==> config.mk <==
export PLATFORM = sky130hd
export DESIGN_NAME = systolic_feed_ctrl
export DESIGN_NICKNAME = d
export VERILOG_FILES = /design/src/rtl/systolic_feed_ctrl.sv
export SDC_FILE = /design/constraint.sdc
export NUM_CORES = 1
export LEC_CHECK = 0
export CAP_MARGIN = 10
export CORE_UTILIZATION = 40
export DETAILED_ROUTE_END_ITERATION = 10
export DONT_BUFFER_PORTS = 1
export GPL_ROUTABILITY_DRIVEN = 0
export REMOVE_ABC_BUFFERS = 1
export SLEW_MARGIN = 25
export SYNTH_ARGS = -nofsm -noshare
export SYNTH_HDL_FRONTEND = slang
export SYNTH_SLANG_ARGS = --single-unit
==> constraint.sdc <==
create_clock -name clk -period 3 [get_ports clk]
set_input_delay 0.3 -clock clk [delete_from_list [all_inputs] [get_ports clk]]
set_output_delay 0.3 -clock clk [all_outputs]
set_load 0.01 [all_outputs]
==> src/rtl/systolic_feed_ctrl.sv <==
// Skewed read scheduler for the systolic array's per-row input FIFOs.
// Row i streams len words starting i steps after row 0; any empty scheduled row stalls the whole wavefront.
module systolic_feed_ctrl #(
    parameter int ROWS = 3,
    parameter int KMAX = 16,
    localparam int LW = $clog2(KMAX + 1),
    localparam int TW = $clog2(KMAX + ROWS - 1)
) (
    input  logic            clk,
    input  logic            rst,
    input  logic            start,
    input  logic [LW-1:0]   len,
    input  logic [ROWS-1:0] fifo_empty,
    output logic [ROWS-1:0] fifo_ren,
    output logic [ROWS-1:0] valid_row,
    output logic            busy,
    output logic            done,
    output logic [7:0]      stall_cnt
);

    typedef enum logic [1:0] {IDLE, RUN, DRAIN, DONE} state_t;

    state_t          state, state_d;
    logic [TW-1:0]   t;
    logic [LW-1:0]   len_q;
    logic [ROWS-1:0] sched;
    logic            stall;
    logic            last;

    always_comb begin
        sched    = '0;
        for (int i = 0; i < ROWS; i++)
            sched[i] = (int'(t) >= i) && (int'(t) < i + int'(len_q));
        stall    = |(sched & fifo_empty);
        last     = int'(t) == int'(len_q) + ROWS - 2;
        state_d  = state;
        fifo_ren = '0;
        busy     = 1'b0;
        done     = 1'b0;
        case (state)
            IDLE: begin
                if (start)
                    state_d = (len == '0) ? DONE : RUN;
            end
            RUN: begin
                busy = 1'b1;
                // A stall freezes every row so the diagonal skew survives.
                if (!stall) begin
                    fifo_ren = sched;
                    if (last)
                        state_d = DRAIN;
                end
            end
            DRAIN: begin
                busy    = 1'b1;
                state_d = DONE;
            end
            DONE: begin
                done    = 1'b1;
                state_d = IDLE;
            end
            default: state_d = IDLE;
        endcase
    end

    always_ff @(posedge clk) begin
        if (rst) begin
            state     <= IDLE;
            t         <= '0;
            len_q     <= '0;
            stall_cnt <= '0;
            valid_row <= '0;
        end else begin
            state     <= state_d;
            valid_row <= fifo_ren;
            case (state)
                IDLE: begin
                    if (start && len != '0) begin
                        len_q     <= (int'(len) > KMAX) ? LW'(KMAX) : len;
                        t         <= '0;
                        stall_cnt <= '0;
                    end
                end
                RUN: begin
                    if (stall) begin
                        if (stall_cnt != 8'hFF)
                            stall_cnt <= stall_cnt + 8'd1;
                    end else if (!last) begin
                        t <= t + TW'(1);
                    end
                end
                default: ;
            endcase
        end
    end

endmodule

==> metrics <==
Area growth, synth to finish=9.70%; setup slack, reg-to-reg=170 ps; Compound-Gate Fraction of Synth Area=20.2%; largest family of logic cells by synthesized area=simple AND/OR/NAND/NOR gates; row count=23; slew of the pin with the lowest slew margin=about 670 ps; Slew Limit Headroom=about 55%; fillers=421; Syn. warnings=0; Core ar.=around 4000 µm²; final setup TNS=0 ps; Cells after Synth=220; status=complete, no violations; utilization after layout=a little under half; post-route ant nets=0; PortBufs=0; htree depth=1; post-synthesis mux area share=0.567%; XOR/XNOR Fraction of Synth Area=2.48%; fmax=354 MHz; Final Hold Vio Count=0; Data required, critical path=roughly 3200 ps; Pwr Density=approximately 600 nW/µm²; register bit total from synthesis=23; hold crit path type=in2reg; vias=between 1500 and 2000; CTS max path bufs=2; Hold Crit Depth=1; clk sinks=23; post-synthesis adder-cell area fraction=between 10% and 20%; Synth cell types=52; GRT busiest layer=met2; Worst-Skew Late Latency=approximately 260 ps; TritonCTS clock tree=yes; met3 Use GR=under 10%; first-pass GRT wire length=6890 µm; average wire per standard cell=15.2 µm; Post-DP HPWL=approximately 3300 µm; diode count=0; reg2reg start=len_q[1]; Hold Slack=95.2 ps; dpl ws=100 ps; peak supply drop=about 0.36 mV; crit end category=flop; final worst-path cycle share=94.2%; RSZ-0062 raised after global routing=no; clock slew at reported path FFs=80 ps; DRC=0; number of buffers created by CTS=3; die width=68.5 µm; Synth Cell Area=1770 µm²; share of post-route cells with drive strength above 1=10.6%; Crit Path Class=reg2reg; Detailed Routing Iterations Pass 1=4; DRT iter0 DRCs=87; vias in the first global route=around 1500; Die Ht=68.5 µm; Endpoint, Worst Hold=len_q[1]; Post-Synth Simple-Gate Area=29.2%; Post-Route Skew=5.79 ps; Hold Path Origin=rst; sequential cell area fraction in the yosys report=roughly a quarter; grt ovf=0; initial core utilization=42.9%; Setup crit start kind=flop; GRT Total Usage=around 19%; Reg2Reg Depth=10; Max-Cap Viols=0; Worst EP arrival=3020 ps; pin count of the biggest net entering global routing=27; final WL=4210 µm; post-DR vias/cell=5.93; Final WS setup=173 ps; CP Max Fanout=6; initial antenna violation count=0; prevailing post-synth register cell=dfxtp_1; setup violators final=0; Post-synth EDFFs=0; crit path time final=roughly 2800 ps; leakage power=approximately 0.00073 µW; Die Area=4690 µm²; asr flop ratio synth=0%; Avg Cell Area, Syn=between 8 and 9 µm²; clock root buffer=clkbuf_8; FF-to-FF End=stall_cnt[2]; met2 Track Usage GR=30.4%; met1 Resource Use GR=27.9%; fin nets=263; Ports=27; Slew Limit Fails=0
## worst max-delay path by stage
stage | startpoint | endpoint | slack [ps] | cells after the start
finish | len_q[1] | stall_cnt[2] | 170 | 10
global placement | len_q[1] | stall_cnt[0] | 190 | 9
floorplan | len_q[2] | fifo_ren[0] | 140 | 9
detailed placement | len_q[1] | stall_cnt[0] | 100 | 9
CTS | len_q[1] | stall_cnt[2] | 40 | 10
global route | len_q[1] | fifo_ren[0] | 20 | 10
## worst max-delay path, cell delays in order, from the launching register on
cell      delay [ps]
dfxtp_2          390
ha_2             230
xnor2_1          130
ha_1             260
a211o_1          290
a31oi_1          170
o22a_2           230
a221oi_4          80
buf_4            170
or4b_2           630
a31oi_1          180
## through the flow
stage | total power, µW | std cells | instance area, µm²
2_1_floorplan | 787 | 213 | 1740
3_3_place_gp | 959 | 272 | 1870
3_5_place_dp | 956 | 272 | 1870
4_1_cts | 1170 | 277 | 1930
5_1_grt | 1260 | 277 | 1940
6_report | 1170 | 277 | 1940
## logic make-up (layout without fill, tap and decap cells)
logic type	count (synthesis)	after routing
compound gates	49	49
simple gates	97	97
fa+ha+maj	24	24
buf+inv	21	28
xor+xnor	5	5
flops	23	23
mux	1	1
## Yosys cell counts, types with 2 or more instances
cell type / instances / area [µm²]
ha_1: 24 / 300
nand2_1: 24 / 90.1
dfxtp_1: 23 / 460
nand3_1: 15 / 75.1
nor2_1: 14 / 52.6
inv_1: 13 / 48.8
a21oi_1: 8 / 40.0
nor3_1: 7 / 35.0
clkbuf_1: 6 / 22.5
o21ai_0: 6 / 30.0
or4_1: 6 / 45.0
or3_1: 5 / 31.3
xnor2_1: 5 / 43.8
a31oi_1: 4 / 25.0
and3_1: 4 / 25.0
o211ai_1: 4 / 30.0
a21o_1: 3 / 22.5
nand4_1: 3 / 18.8
nand4b_1: 3 / 26.3
nor2b_1: 3 / 18.8
nor3b_1: 3 / 22.5
o311ai_0: 3 / 26.3
a221oi_1: 2 / 17.5
a22o_1: 2 / 17.5
nor4_1: 2 / 12.5
o31a_1: 2 / 17.5
## layout make-up
cell class	instances	area (µm²)	area share (%)
Tap cell	50	62.6	3.23
Clock buffer	4	45.0	2.32
Inverter	14	52.6	2.71
Sequential cell	23	463	23.9
Timing Repair Buffer	10	75.1	3.87
Multi-Input combinational cell	176	1240	64.0
## where the power goes
part	leakage, µW	internal (µW)	switching, µW	total, µW
logic	0.000524	217	387	603
clock network	0.0000228	94.8	99.1	194
registers	0.000187	334	34.1	368
## layout by cell type, fill, tap and decap left out, types with 2 or more instances in the layout
master / instances
o31a_1: 2
nor4_1: 2
or4_1: 6
nor2b_1: 3
nor2_1: 14
ha_1: 23
a221oi_1: 2
nand4b_1: 3
nand3_1: 15
nand4_1: 3
a21oi_1: 8
dfxtp_1: 21
o311ai_0: 3
nand2_1: 24
a21o_1: 3
buf_4: 10
o211ai_1: 4
dfxtp_2: 2
nor3_1: 7
o21ai_0: 6
clkbuf_8: 3
xnor2_1: 5
and3_1: 4
a22o_1: 2
inv_1: 13
or3_1: 5
a31oi_1: 4
nor3b_1: 3
## state kept, by name (all words and copies together), names as in the netlist
signal     cells
len_q          5
stall_cnt      8
state          2
t              5
valid_row      3
## metal layers
layer  part of all wire [%]  vias to the layer above
met5                      0                        -
met4                   0.64                        0
met3                    5.7                        4
met2                     44                       41
met1                     50                      758
li1                       -                      840
## what timing repair did
| item | in CTS | in global routing |
|---|---|---|
| endpoints found under the setup margin | 3 | 5 |
| gates resized for setup | 1 | 3 |
| hold buffers | 0 | 0 |
| setup buffers | 1 | 0 |
| pin swaps | 1 | 1 |
(Power assumes the default switching activity.)
